[src/rtl/mem_xbar_pkg.sv]
// mem_xbar_pkg: shared types and the address decoder for the mem_xbar crossbar.
//   IDX_W    - width of a slave index (covers up to MAX_SLAVES slaves)
//   rsp_t    - per-master response record {valid, idx, err}
//   dec_t    - decode result {hit, idx}
//   decode() - table-driven decoder, lowest matching slave index wins
package mem_xbar_pkg;

    localparam int MAX_SLAVES = 16;
    localparam int ADDR_MAX   = 64;
    localparam int IDX_W      = $clog2(MAX_SLAVES);

    typedef logic [IDX_W-1:0] idx_t;

    typedef struct packed {
        logic valid;
        idx_t idx;
        logic err;
    } rsp_t;

    typedef struct packed {
        logic hit;
        idx_t idx;
    } dec_t;

    // Tables are zero-extended to ADDR_MAX bits per entry and MAX_SLAVES entries.
    function automatic dec_t decode(
        input logic [ADDR_MAX-1:0]            addr,
        input logic [MAX_SLAVES*ADDR_MAX-1:0] base,
        input logic [MAX_SLAVES*ADDR_MAX-1:0] mask,
        input int                             n_slaves
    );
        dec_t res;
        res = '0;
        // Scan from the top so the lowest matching index is the last one written.
        for (int j = MAX_SLAVES - 1; j >= 0; j--) begin
            if ((j < n_slaves) &&
                ((addr & mask[j*ADDR_MAX +: ADDR_MAX]) == base[j*ADDR_MAX +: ADDR_MAX])) begin
                res.hit = 1'b1;
                res.idx = idx_t'(j);
            end else begin
                res = res;
            end
        end
        return res;
    endfunction

endpackage

[src/rtl/mem_xbar_if.sv]
// mem_xbar_if: bundle of all master-side and slave-side bus signals of mem_xbar.
//   m_req_i/m_gnt_o/m_rvalid_o/m_err_o - per-master handshake
//   m_addr_i/m_we_i/m_be_i/m_wdata_i   - per-master request payload
//   m_rdata_o                          - per-master read data (qualified by rvalid)
//   s_en_o/s_addr_o/s_we_o/s_be_o/s_wdata_o - per-slave access
//   s_rdata_i                          - per-slave read data, one cycle after s_en_o
// Modports: xbar (the crossbar), master (requesters), slave (memories).
interface mem_xbar_if #(
    parameter int NUM_MASTERS      = 2,
    parameter int NUM_SLAVES       = 3,
    parameter int ADDR_WIDTH       = 32,
    parameter int DATA_WIDTH       = 32,
    parameter int SLAVE_ADDR_WIDTH = 13
);
    import mem_xbar_pkg::*;

    localparam int BE_WIDTH = DATA_WIDTH / 8;

    logic [NUM_MASTERS-1:0]                  m_req_i;
    logic [NUM_MASTERS-1:0]                  m_gnt_o;
    logic [NUM_MASTERS-1:0]                  m_rvalid_o;
    logic [NUM_MASTERS-1:0]                  m_err_o;
    logic [NUM_MASTERS*ADDR_WIDTH-1:0]       m_addr_i;
    logic [NUM_MASTERS-1:0]                  m_we_i;
    logic [NUM_MASTERS*BE_WIDTH-1:0]         m_be_i;
    logic [NUM_MASTERS*DATA_WIDTH-1:0]       m_wdata_i;
    logic [NUM_MASTERS*DATA_WIDTH-1:0]       m_rdata_o;

    logic [NUM_SLAVES-1:0]                   s_en_o;
    logic [NUM_SLAVES*SLAVE_ADDR_WIDTH-1:0]  s_addr_o;
    logic [NUM_SLAVES-1:0]                   s_we_o;
    logic [NUM_SLAVES*BE_WIDTH-1:0]          s_be_o;
    logic [NUM_SLAVES*DATA_WIDTH-1:0]        s_wdata_o;
    logic [NUM_SLAVES*DATA_WIDTH-1:0]        s_rdata_i;

    modport xbar (
        input  m_req_i, m_addr_i, m_we_i, m_be_i, m_wdata_i, s_rdata_i,
        output m_gnt_o, m_rvalid_o, m_err_o, m_rdata_o,
               s_en_o, s_addr_o, s_we_o, s_be_o, s_wdata_o
    );

    modport master (
        output m_req_i, m_addr_i, m_we_i, m_be_i, m_wdata_i,
        input  m_gnt_o, m_rvalid_o, m_err_o, m_rdata_o
    );

    modport slave (
        input  s_en_o, s_addr_o, s_we_o, s_be_o, s_wdata_o,
        output s_rdata_i
    );

endinterface

[src/rtl/mem_xbar_rr_arbiter.sv]
// rr_arbiter: N-way round-robin arbiter with a registered priority pointer.
//   clk, rst - clock, asynchronous active-high reset (pointer -> 0)
//   req[N]   - requests
//   gnt[N]   - one-hot grant, combinational
// After a grant to w the pointer moves to (w+1) mod N; it holds when idle.
module rr_arbiter
    import mem_xbar_pkg::*;
#(
    parameter int N = 2
) (
    input  logic         clk,
    input  logic         rst,
    input  logic [N-1:0] req,
    output logic [N-1:0] gnt
);

    localparam int PW = (N > 1) ? $clog2(N) : 1;

    logic [PW-1:0] ptr_r;
    logic [PW-1:0] ptr_nxt_s;
    logic          found_s;

    // Grant the lowest requester at or above the pointer, else wrap to the lowest overall.
    always_comb begin
        gnt       = '0;
        ptr_nxt_s = ptr_r;
        found_s   = 1'b0;
        for (int i = 0; i < N; i++) begin
            if (!found_s && req[i] && (PW'(i) >= ptr_r)) begin
                found_s   = 1'b1;
                gnt[i]    = 1'b1;
                ptr_nxt_s = (i == N - 1) ? '0 : PW'(i + 1);
            end else begin
                found_s = found_s;
            end
        end
        for (int i = 0; i < N; i++) begin
            if (!found_s && req[i]) begin
                found_s   = 1'b1;
                gnt[i]    = 1'b1;
                ptr_nxt_s = (i == N - 1) ? '0 : PW'(i + 1);
            end else begin
                found_s = found_s;
            end
        end
    end

    // Priority pointer register.
    always_ff @(posedge clk or posedge rst) begin
        if (rst) begin
            ptr_r <= '0;
        end else begin
            ptr_r <= ptr_nxt_s;
        end
    end

endmodule

[src/rtl/mem_xbar.sv]
// mem_xbar: NUM_MASTERS x NUM_SLAVES request/grant memory crossbar.
//   clk, rst - clock, asynchronous active-high reset
//   bus      - mem_xbar_if.xbar: master handshake/payload/response and slave strobes
// Decode is table-driven (lowest matching slave wins); each slave has a
// round-robin arbiter; unmapped accesses are granted at once and answered
// with err=1 one cycle later. Grants are combinational, responses registered.
module mem_xbar
    import mem_xbar_pkg::*;
#(
    parameter int NUM_MASTERS      = 2,
    parameter int NUM_SLAVES       = 3,
    parameter int ADDR_WIDTH       = 32,
    parameter int DATA_WIDTH       = 32,
    parameter int SLAVE_ADDR_WIDTH = 13,
    parameter logic [NUM_SLAVES*ADDR_WIDTH-1:0] SLAVE_BASE =
        {32'h2000_0000, 32'h0010_0000, 32'h1000_0000},
    parameter logic [NUM_SLAVES*ADDR_WIDTH-1:0] SLAVE_MASK =
        {32'hFFFF_F000, 32'hFFFF_8000, 32'hFFFF_8000}
) (
    input  logic   clk,
    input  logic   rst,
    mem_xbar_if.xbar bus
);

    localparam int BE_WIDTH = DATA_WIDTH / 8;

    logic [MAX_SLAVES*ADDR_MAX-1:0] base_ext_s;
    logic [MAX_SLAVES*ADDR_MAX-1:0] mask_ext_s;
    dec_t                           dec_s  [NUM_MASTERS];
    logic [NUM_MASTERS-1:0]         sreq_s [NUM_SLAVES];
    logic [NUM_MASTERS-1:0]         sgnt_s [NUM_SLAVES];
    logic [NUM_MASTERS-1:0]         gnt_s;
    rsp_t                           rsp_r  [NUM_MASTERS];

    // Widen the parameter tables to the decoder's fixed layout.
    always_comb begin
        base_ext_s = '0;
        mask_ext_s = '0;
        for (int j = 0; j < NUM_SLAVES; j++) begin
            base_ext_s[j*ADDR_MAX +: ADDR_MAX] = ADDR_MAX'(SLAVE_BASE[j*ADDR_WIDTH +: ADDR_WIDTH]);
            mask_ext_s[j*ADDR_MAX +: ADDR_MAX] = ADDR_MAX'(SLAVE_MASK[j*ADDR_WIDTH +: ADDR_WIDTH]);
        end
    end

    // Address decode per master.
    always_comb begin
        for (int k = 0; k < NUM_MASTERS; k++) begin
            dec_s[k] = decode(ADDR_MAX'(bus.m_addr_i[k*ADDR_WIDTH +: ADDR_WIDTH]),
                              base_ext_s, mask_ext_s, NUM_SLAVES);
        end
    end

    // Per-slave request vectors; reset masks everything so no grant or strobe escapes.
    always_comb begin
        for (int j = 0; j < NUM_SLAVES; j++) begin
            for (int k = 0; k < NUM_MASTERS; k++) begin
                sreq_s[j][k] = !rst && bus.m_req_i[k] && dec_s[k].hit &&
                               (dec_s[k].idx == idx_t'(j));
            end
        end
    end

    for (genvar j = 0; j < NUM_SLAVES; j++) begin : g_arb
        rr_arbiter #(.N(NUM_MASTERS)) u_arb (
            .clk (clk),
            .rst (rst),
            .req (sreq_s[j]),
            .gnt (sgnt_s[j])
        );
    end

    // Master grant: won a slave arbitration, or unmapped (granted immediately).
    always_comb begin
        for (int k = 0; k < NUM_MASTERS; k++) begin
            gnt_s[k] = !rst && bus.m_req_i[k] && !dec_s[k].hit;
            for (int j = 0; j < NUM_SLAVES; j++) begin
                gnt_s[k] = gnt_s[k] | sgnt_s[j][k];
            end
        end
        bus.m_gnt_o = gnt_s;
    end

    // Slave-side AND-OR mux; the arbiter grant is one-hot so at most one term survives.
    always_comb begin
        bus.s_en_o    = '0;
        bus.s_addr_o  = '0;
        bus.s_we_o    = '0;
        bus.s_be_o    = '0;
        bus.s_wdata_o = '0;
        for (int j = 0; j < NUM_SLAVES; j++) begin
            bus.s_en_o[j] = |sgnt_s[j];
            for (int k = 0; k < NUM_MASTERS; k++) begin
                bus.s_addr_o[j*SLAVE_ADDR_WIDTH +: SLAVE_ADDR_WIDTH] =
                    bus.s_addr_o[j*SLAVE_ADDR_WIDTH +: SLAVE_ADDR_WIDTH] |
                    ({SLAVE_ADDR_WIDTH{sgnt_s[j][k]}} &
                     bus.m_addr_i[k*ADDR_WIDTH + 2 +: SLAVE_ADDR_WIDTH]);
                bus.s_we_o[j] = bus.s_we_o[j] | (sgnt_s[j][k] & bus.m_we_i[k]);
                bus.s_be_o[j*BE_WIDTH +: BE_WIDTH] =
                    bus.s_be_o[j*BE_WIDTH +: BE_WIDTH] |
                    ({BE_WIDTH{sgnt_s[j][k]}} & bus.m_be_i[k*BE_WIDTH +: BE_WIDTH]);
                bus.s_wdata_o[j*DATA_WIDTH +: DATA_WIDTH] =
                    bus.s_wdata_o[j*DATA_WIDTH +: DATA_WIDTH] |
                    ({DATA_WIDTH{sgnt_s[j][k]}} & bus.m_wdata_i[k*DATA_WIDTH +: DATA_WIDTH]);
            end
        end
    end

    // Response record per master: captured on every grant, retired one cycle later.
    always_ff @(posedge clk or posedge rst) begin
        if (rst) begin
            for (int k = 0; k < NUM_MASTERS; k++) begin
                rsp_r[k] <= '0;
            end
        end else begin
            for (int k = 0; k < NUM_MASTERS; k++) begin
                rsp_r[k] <= '{valid: gnt_s[k], idx: dec_s[k].idx, err: !dec_s[k].hit};
            end
        end
    end

    // Response outputs: read data is steered from the recorded slave, zero on error/idle.
    always_comb begin
        bus.m_rvalid_o = '0;
        bus.m_err_o    = '0;
        bus.m_rdata_o  = '0;
        for (int k = 0; k < NUM_MASTERS; k++) begin
            bus.m_rvalid_o[k] = rsp_r[k].valid;
            bus.m_err_o[k]    = rsp_r[k].valid & rsp_r[k].err;
            for (int j = 0; j < NUM_SLAVES; j++) begin
                bus.m_rdata_o[k*DATA_WIDTH +: DATA_WIDTH] =
                    bus.m_rdata_o[k*DATA_WIDTH +: DATA_WIDTH] |
                    ({DATA_WIDTH{rsp_r[k].valid && !rsp_r[k].err &&
                                 (rsp_r[k].idx == idx_t'(j))}} &
                     bus.s_rdata_i[j*DATA_WIDTH +: DATA_WIDTH]);
            end
        end
    end

endmodule

[src/flat_wrapper.sv]
// flat-port wrapper written by rule: the top's interface ports become plain ports
module mem_xbar_flat import mem_xbar_pkg::*;
#(
    parameter int NUM_MASTERS      = 2,
    parameter int NUM_SLAVES       = 3,
    parameter int ADDR_WIDTH       = 32,
    parameter int DATA_WIDTH       = 32,
    parameter int SLAVE_ADDR_WIDTH = 13,
    parameter logic [NUM_SLAVES*ADDR_WIDTH-1:0] SLAVE_BASE =
        {32'h2000_0000, 32'h0010_0000, 32'h1000_0000},
    parameter logic [NUM_SLAVES*ADDR_WIDTH-1:0] SLAVE_MASK =
        {32'hFFFF_F000, 32'hFFFF_8000, 32'hFFFF_8000}
)
  (clk, rst, bus_m_req_i, bus_m_addr_i, bus_m_we_i, bus_m_be_i, bus_m_wdata_i, bus_s_rdata_i, bus_m_gnt_o, bus_m_rvalid_o, bus_m_err_o, bus_m_rdata_o, bus_s_en_o, bus_s_addr_o, bus_s_we_o, bus_s_be_o, bus_s_wdata_o);
  mem_xbar_if #(.NUM_MASTERS(NUM_MASTERS), .NUM_SLAVES(NUM_SLAVES), .ADDR_WIDTH(ADDR_WIDTH), .DATA_WIDTH(DATA_WIDTH), .SLAVE_ADDR_WIDTH(SLAVE_ADDR_WIDTH)) bus_i ();
  input  logic clk;
  input  logic rst;
  input wire logic [$bits(bus_i.m_req_i)-1:0] bus_m_req_i;
  input wire logic [$bits(bus_i.m_addr_i)-1:0] bus_m_addr_i;
  input wire logic [$bits(bus_i.m_we_i)-1:0] bus_m_we_i;
  input wire logic [$bits(bus_i.m_be_i)-1:0] bus_m_be_i;
  input wire logic [$bits(bus_i.m_wdata_i)-1:0] bus_m_wdata_i;
  input wire logic [$bits(bus_i.s_rdata_i)-1:0] bus_s_rdata_i;
  output wire logic [$bits(bus_i.m_gnt_o)-1:0] bus_m_gnt_o;
  output wire logic [$bits(bus_i.m_rvalid_o)-1:0] bus_m_rvalid_o;
  output wire logic [$bits(bus_i.m_err_o)-1:0] bus_m_err_o;
  output wire logic [$bits(bus_i.m_rdata_o)-1:0] bus_m_rdata_o;
  output wire logic [$bits(bus_i.s_en_o)-1:0] bus_s_en_o;
  output wire logic [$bits(bus_i.s_addr_o)-1:0] bus_s_addr_o;
  output wire logic [$bits(bus_i.s_we_o)-1:0] bus_s_we_o;
  output wire logic [$bits(bus_i.s_be_o)-1:0] bus_s_be_o;
  output wire logic [$bits(bus_i.s_wdata_o)-1:0] bus_s_wdata_o;
  assign bus_i.m_req_i = bus_m_req_i;
  assign bus_i.m_addr_i = bus_m_addr_i;
  assign bus_i.m_we_i = bus_m_we_i;
  assign bus_i.m_be_i = bus_m_be_i;
  assign bus_i.m_wdata_i = bus_m_wdata_i;
  assign bus_i.s_rdata_i = bus_s_rdata_i;
  assign bus_m_gnt_o = bus_i.m_gnt_o;
  assign bus_m_rvalid_o = bus_i.m_rvalid_o;
  assign bus_m_err_o = bus_i.m_err_o;
  assign bus_m_rdata_o = bus_i.m_rdata_o;
  assign bus_s_en_o = bus_i.s_en_o;
  assign bus_s_addr_o = bus_i.s_addr_o;
  assign bus_s_we_o = bus_i.s_we_o;
  assign bus_s_be_o = bus_i.s_be_o;
  assign bus_s_wdata_o = bus_i.s_wdata_o;
  mem_xbar #(.NUM_MASTERS(NUM_MASTERS), .NUM_SLAVES(NUM_SLAVES), .ADDR_WIDTH(ADDR_WIDTH), .DATA_WIDTH(DATA_WIDTH), .SLAVE_ADDR_WIDTH(SLAVE_ADDR_WIDTH), .SLAVE_BASE(SLAVE_BASE), .SLAVE_MASK(SLAVE_MASK)) u_core (.clk(clk), .rst(rst), .bus(bus_i));
endmodule
[config.mk]
export PLATFORM = sky130hd
export DESIGN_NAME = mem_xbar_flat
export DESIGN_NICKNAME = d
export VERILOG_FILES = /design/src/rtl/mem_xbar_pkg.sv /design/src/rtl/mem_xbar_if.sv /design/src/rtl/mem_xbar_rr_arbiter.sv /design/src/rtl/mem_xbar.sv /design/src/flat_wrapper.sv
export SDC_FILE = /design/constraint.sdc
export NUM_CORES = 1
export LEC_CHECK = 0
export BUFFER_PORTS_ARGS = -buffer_cell sky130_fd_sc_hd__buf_2
export CAP_MARGIN = 10
export CORE_AREA = 2 2 180 182
export CTS_CLUSTER_DIAMETER = 120
export DETAILED_ROUTE_END_ITERATION = 12
export DIE_AREA = 0 0 182 184
export RECOVER_POWER = 25
export SLEW_MARGIN = 30
export SYNTH_ARGS = -nofsm -noshare
export SYNTH_HDL_FRONTEND = slang
export SYNTH_SLANG_ARGS = --single-unit
export TNS_END_PERCENT = 10
[constraint.sdc]
create_clock -name clk -period 1.65 [get_ports clk]
set_input_delay 0.0825 -clock clk [delete_from_list [all_inputs] [get_ports clk]]
set_output_delay 0.0825 -clock clk [all_outputs]
set_load 0.005 [all_outputs]
==> results.sh, run 1 <==
export IMPL_syn_inst=542
export IMPL_cts_buffers=3
export IMPL_grt_usage_pct=15.28
export IMPL_peakVddDrop_mv=0.2476
export IMPL_cts_max_level=1
export IMPL_ys_seq_elements=11
export IMPL_areaGrowthSynthToFinish_pct=94.04
export IMPL_use_met3_pct=3.150
export IMPL_synth_edf_count=0
export IMPL_slowest_stage="o311a_2"
export IMPL_critical_path_class="reg2out"
export IMPL_use_met1_pct=15.84
export IMPL_power_density_nw_per_um2=165.4
export IMPL_yosysUniqueCellTypes=46
export IMPL_synth_top_area_share_pct=20.66
export IMPL_place_congestion=0.8087
export IMPL_max_cap_violations=0
export IMPL_hold_path_class="in2async"
export IMPL_yosysSeqAreaShare_pct=6.693
export IMPL_grt_remaining_overflow=0
export IMPL_core_um2=31390
export IMPL_crit_path_end_kind="output port"
export IMPL_die_x_um=182
export IMPL_synth_largest_area_cell="a22o_1"
export IMPL_drt_total_wl_um=28410
export IMPL_rsz0062_at_grt="yes"
export IMPL_grt_pass1_vias=6511
export IMPL_route_detailed_drc=0
export IMPL_grt_start_max_net_pins=52
export IMPL_vias=6566
export IMPL_slew_viol_final=0
export IMPL_fin_skew_ps=1.479
export IMPL_cts_root_buf="clkbuf_16"
export IMPL_path_buf_inv=3
export IMPL_dp_slack_ps=-329.2
export IMPL_clock_sinks=11
export IMPL_antenna_found_initial=8
export IMPL_avgRoutedWirePerCell_um=20.16
export IMPL_maxClockFrequency_ghz=0.5189
export IMPL_ys_warn_count=0
export IMPL_dr_first_iter_drc_count=317
export IMPL_final_period_utilization_pct=116.8
export IMPL_dieHeight_um=184
export IMPL_yosysMostFrequentCell="nand2_1"
export IMPL_drive_above_1_share_pct=60.32
export IMPL_crit_family="compound AO/OA/AOI/OAI gates"
export IMPL_start_kind="flip-flop"
export IMPL_routed_via_density=4.660
export IMPL_syn_area_um2=4113
export IMPL_die_area_um2=33490
export IMPL_hold_viol_final=11
export IMPL_whs_ps=-19.70
export IMPL_fin_nets=1242
export IMPL_ctsHoldBuffers=0
export IMPL_ios=461
export IMPL_path_clk_slew_ps=40
export IMPL_violations="hold timing, setup timing"
export IMPL_cp_arrival_ps=1840
export IMPL_setup_ws_ps=-277.1
export IMPL_clk_latency_ps=230
export IMPL_cts_buffer_depth=2
export IMPL_cp_slowest_stage_delay_ps=430
export IMPL_setup_viol=155
export IMPL_rows=65
export IMPL_busiest_layer="met2"
export IMPL_ys_top_cells_by_count="131 x nand2_1, 97 x a22o_1, 64 x a22oi_1"
export IMPL_path_cells="buf_4 > o311a_2 > buf_12 > a22o_1 > buf_2"
export IMPL_outcome="complete, but fails checks"
export IMPL_final_antenna_net_count=0
export IMPL_drt_pass1_iterations=5
export IMPL_period_needed_ps=1927
export IMPL_dp_hpwl_um=22550
export IMPL_met2_usage_pct=30.09
export IMPL_port_buffers=453
export IMPL_cts_tree="built"
export IMPL_worstPathMaxFanout=48
export IMPL_yosys_top_cells_area="a22o_1 21%, mux2_4 18%, nand2_1 12%"
export IMPL_critPathRequiredTime_ps=1570
export IMPL_ys_flop_type="dfrtp_1"
export IMPL_p_leak_nw=4.658
export IMPL_total_power_mw=1.320
export IMPL_postSynthAreaPerCell_um2=7.588
export IMPL_grt_pass1_wl_um=39340
export IMPL_start_util_pct=13.10
export IMPL_synthArstFlopShare_pct=100.0
## tightest hold or removal path, cell delays in order
cell	delay (ps)
clkbuf_1	100
clkbuf_4	140
inv_1	320
## power by group
part	switching [mW]	total, mW	internal (mW)
clock network	0.111	0.434	0.324
registers	0.00302	0.277	0.273
logic	0.319	0.609	0.290
total	0.433	1.32	0.887
## metal layers
metal	share of wire, %	vias up
li1	-	2998
met1	35	3152
met3	8.3	40
met4	2.8	2
met5	0.039	-
met2	54	374
## flip-flops by register name, summed over array words and instances (netlist names)
register                  count
u_core.rsp_r                  6
u_core.g_arb.u_arb.ptr_r      3
u_core.bus.m_rvalid_o         2
## cell usage in the layout, fill, tap and decap left out, types with 3 or more instances in the layout
cell	instances
o21ai_0	5
nand2b_1	3
and3_1	51
a22oi_1	62
a22o_4	3
buf_4	40
nor3_1	3
and2_1	6
buf_12	18
conb_1	3
nor4_4	6
a22o_1	94
mux2_4	50
nor3_2	3
nand2_1	131
nor2b_1	3
nand4_1	3
clkbuf_16	5
nor2_1	4
dfrtp_1	11
buf_2	386
buf_6	69
nor3b_2	3
diode_2	4
## kinds of logic (layout without fill, tap and decap cells)
| kind of cell | Yosys count | count (layout) | share of synthesized area, % |
|---|---|---|---|
| flops | 11 | 11 | 6.693 |
| buf+inv | 66 | 525 | 8.732 |
| other cells | 1 | 7 | 0.09118 |
| simple gates | 233 | 233 | 29.88 |
| xor+xnor | 1 | 1 | 0.2130 |
| compound gates | 180 | 180 | 36.14 |
| mux | 50 | 50 | 18.25 |
## cell type report
type	count	area [um2]
timing repair buffer	518	3458
sequential	11	275.3
fill	3412	23410
multi-input combinational	467	3643
clock buffer	4	78.83
tap	402	503.0
inverter	3	11.26
antenna	4	10.01
## per-stage QoR
| stage | utilization, % | area (um2) | setup TNS [ps] | std cells |
|---|---|---|---|---|
| floorplan | - | 4120 | 0 | 544 |
| global placement | 23.01 | 7222 | -29930 | 1393 |
| detailed placement | 23.01 | 7222 | -35550 | 1393 |
| CTS | 24.91 | 7820 | -29320 | 1401 |
| global route | 25.42 | 7980 | -43660 | 1409 |
| finish | 25.42 | 7980 | -29760 | 1409 |
## final timing paths
path,start,end,slack (ps),cells past startpoint
max,u_core.g_arb[0].u_arb.ptr_r,bus_s_wdata_o[8],-280,5
min,rst,u_core.g_arb[1].u_arb.ptr_r,-20,3
max reg2reg,u_core.g_arb[0].u_arb.ptr_r,u_core.bus.m_rvalid_o[1],90,3
min reg2reg,u_core.g_arb[2].u_arb.ptr_r,u_core.g_arb[2].u_arb.ptr_r,520,1
max in group asynchronous,rst,u_core.g_arb[2].u_arb.ptr_r,1370,3
min in group clk,bus_m_addr_i[15],u_core.rsp_r[6],320,5
## repair_timing
item / CTS / global route
cloned: 1 / 3
gates resized for setup: 76 / 14
endpoints found under the setup margin: 215 / 203
hold endpoints to repair: 0 / 0
buffers inserted: 3 / 1
pin swaps: 57 / 24
Power figures use the tool's default switching activity.
==> run 2, diff against run 1 <==
--- a/config.mk
+++ b/config.mk
@@ -8,6 +8,7 @@
 export BUFFER_PORTS_ARGS = -buffer_cell sky130_fd_sc_hd__buf_2
 export CAP_MARGIN = 10
 export CORE_AREA = 2 2 180 182
+export CTS_BUF_LIST = sky130_fd_sc_hd__clkbuf_4 sky130_fd_sc_hd__clkbuf_8
 export CTS_CLUSTER_DIAMETER = 120
 export DETAILED_ROUTE_END_ITERATION = 12
 export DIE_AREA = 0 0 182 184
==> run 2 against run 1 <==
The flow still finishes with violations (hold timing, setup timing). Critical path type is now in2out. Core utilization down 0.096 points. Largest power group unchanged. Sequential power hardly changed. Design area down 0.38%. Hold slack improved by 2.9 ps. Worst setup slack better by 26 ps. Sequential share of layout area barely moved. Critical endpoint is now bus_s_wdata_o[43].
==> results.sh, run 2 (synthesized netlist as in run 1, its figures left out) <==
export IMPL_outcome="complete, but fails checks"
export IMPL_violations="hold timing, setup timing"
export IMPL_cts_buffer_depth=2
export IMPL_die_x_um=182
export IMPL_cts_buffers=3
export IMPL_dpl_cell_count=1393
export IMPL_start_kind="input port"
export IMPL_grt_start_max_net_pins=52
export IMPL_top_register="u_core.rsp_r"
export IMPL_drive_above_1_share_pct=60.32
export IMPL_hold_viol_final=11
export IMPL_setup_viol=155
export IMPL_crit_family="buffers and inverters"
export IMPL_max_cap_violations=0
export IMPL_reg2reg_from="u_core.g_arb[0].u_arb.ptr_r"
export IMPL_crit_start="bus_m_addr_i[29]"
export IMPL_avgRoutedWirePerCell_um=20.16
export IMPL_route_detailed_drc=0
export IMPL_critical_path_class="in2out"
export IMPL_ios=461
export IMPL_path_buf_inv=4
export IMPL_period_needed_ps=1901
export IMPL_die_area_um2=33490
export IMPL_drt_total_wl_um=28400
export IMPL_final_period_utilization_pct=115.2
export IMPL_crit_path_end_kind="output port"
export IMPL_postLayoutCellArea_um2=7950
export IMPL_dieHeight_um=184
export IMPL_worstPathMaxFanout=32
export IMPL_path_clk_slew_ps=50
export IMPL_start_util_pct=13.10
export IMPL_cts_root_buf="clkbuf_8"
export IMPL_dp_slack_ps=-329.2
export IMPL_dr_first_iter_drc_count=349
export IMPL_critPathRequiredTime_ps=1570
export IMPL_areaGrowthSynthToFinish_pct=93.31
export IMPL_slowest_stage="mux2_4"
export IMPL_power_density_nw_per_um2=146.3
export IMPL_place_congestion=0.8087
export IMPL_slew_viol_final=0
export IMPL_grt_remaining_overflow=0
export IMPL_peakVddDrop_mv=0.1985
export IMPL_reg2reg_to="u_core.bus.m_rvalid_o[0]"
export IMPL_endpoint="bus_s_wdata_o[43]"
export IMPL_p_leak_nw=4.648
export IMPL_fill_cells=3418
export IMPL_rows=65
export IMPL_port_buffers=453
export IMPL_fin_nets=1242
export IMPL_layout_common_cells="386 x buf_2, 131 x nand2_1, 94 x a22o_1"
export IMPL_drt_pass1_iterations=5
export IMPL_cp_common_cell="buf_6"
export IMPL_cp_slowest_stage_delay_ps=350
export IMPL_antenna_found_initial=8
export IMPL_grt_pass1_wl_um=39310
export IMPL_reg2reg_depth=6
export IMPL_final_antenna_net_count=0
export IMPL_path_cells="buf_6 > nor4_4 > buf_4 > and3b_2 > a311o_2 > buf_12 > mux2_4 > buf_6"
export IMPL_rsz0062_at_grt="yes"
export IMPL_cts_max_level=1
export IMPL_fin_skew_ps=2.959
export IMPL_clock_sinks=11
export IMPL_layout_commonest_cell="buf_2"
export IMPL_cp_arrival_ps=1820
export IMPL_hold_path_class="in2async"
export IMPL_grt_usage_pct=15.26
export IMPL_whs_ps=-16.79
export IMPL_setup_ws_ps=-250.7
export IMPL_place_area_um2=7222
export IMPL_grt_pass1_vias=6484
export IMPL_cts_tree="built"
export IMPL_setup_tns_ps=-30180
export IMPL_layout_cells_non_filler=1409
export IMPL_vias=6609
export IMPL_largest_register_ffs=6
export IMPL_maxClockFrequency_ghz=0.5261
export IMPL_dp_hpwl_um=22550
export IMPL_rrSetupSlack_ps=120
export IMPL_core_um2=31390
export IMPL_clk_latency_ps=230
export IMPL_cp_num_cells=8
export IMPL_routed_via_density=4.691
-- run 2: cell count changes in the layout (fill, tap and decap cells not counted) --
cell       delta
clkbuf_8      +3
clkbuf_1      -1
clkbuf_16     -3
clkbuf_4      +1
inv_1         +1
inv_2         -1
-- run 2: repair_timing --
action	CTS	global route
hold buffers	0	0
gates cloned	1	3
pin swaps	42	28
resized for setup	77	12
setup buffers	3	1
setup endpoints to repair	215	209
-- run 2: layer usage --
layer | vias to the layer above | GRT usage (%) | part of all wire, %
met2 | 414 | 29.94 | 54
met4 | 2 | 5.065 | 3.0
met3 | 45 | 3.130 | 8.5
met1 | 3149 | 16.08 | 35
li1 | 2999 | - | -
met5 | - | 0 | 0.039
-- run 2: layout make-up --
| type | instances | area (um2) | area share, % |
|---|---|---|---|
| diodes | 4 | 10.01 | 0.1259 |
| repair buffers | 518 | 3458 | 43.50 |
| multi-input cells | 467 | 3643 | 45.83 |
| inverters | 3 | 11.26 | 0.1416 |
| well taps | 402 | 503.0 | 6.327 |
| flip-flops and latches | 11 | 275.3 | 3.462 |
| clock buffers | 4 | 48.80 | 0.6138 |
-- run 2: metrics by stage --
| step | utilization, % | hold slack, ps | power (mW) |
|---|---|---|---|
| 6_report | 25.32 | -16.79 | 1.163 |
| 5_1_grt | 25.32 | 41.20 | 1.239 |
| 4_1_cts | 24.82 | 6.281 | 1.167 |
| 3_5_place_dp | 23.01 | 254.3 | 0.8564 |
| 3_3_place_gp | 23.01 | 247.2 | 0.8439 |
| 2_1_floorplan | - | -65.06 | 0.3440 |
-- run 2: where the power goes --
part / total, mW / internal [mW] / switching, mW
combinational: 0.607 / 0.289 / 0.318
sequential: 0.276 / 0.273 / 0.00301
clock: 0.280 / 0.185 / 0.0943
-- run 2: worst min-delay path, cell delays in order --
cell	delay [ps]
clkbuf_1	100
clkbuf_4	140
inv_1	330
-- run 2: how the worst min path moves through the flow --
stage | cells past startpoint | end | slack, ps
2_1_floorplan | 1 | u_core.bus.m_rvalid_o[0] | -70
3_3_place_gp | 3 | u_core.g_arb[1].u_arb.ptr_r | 250
3_5_place_dp | 3 | u_core.g_arb[1].u_arb.ptr_r | 250
4_1_cts | 3 | u_core.g_arb[1].u_arb.ptr_r | 6
5_1_grt | 3 | u_core.bus.m_rvalid_o[1] | 40
6_report | 3 | u_core.g_arb[1].u_arb.ptr_r | -20
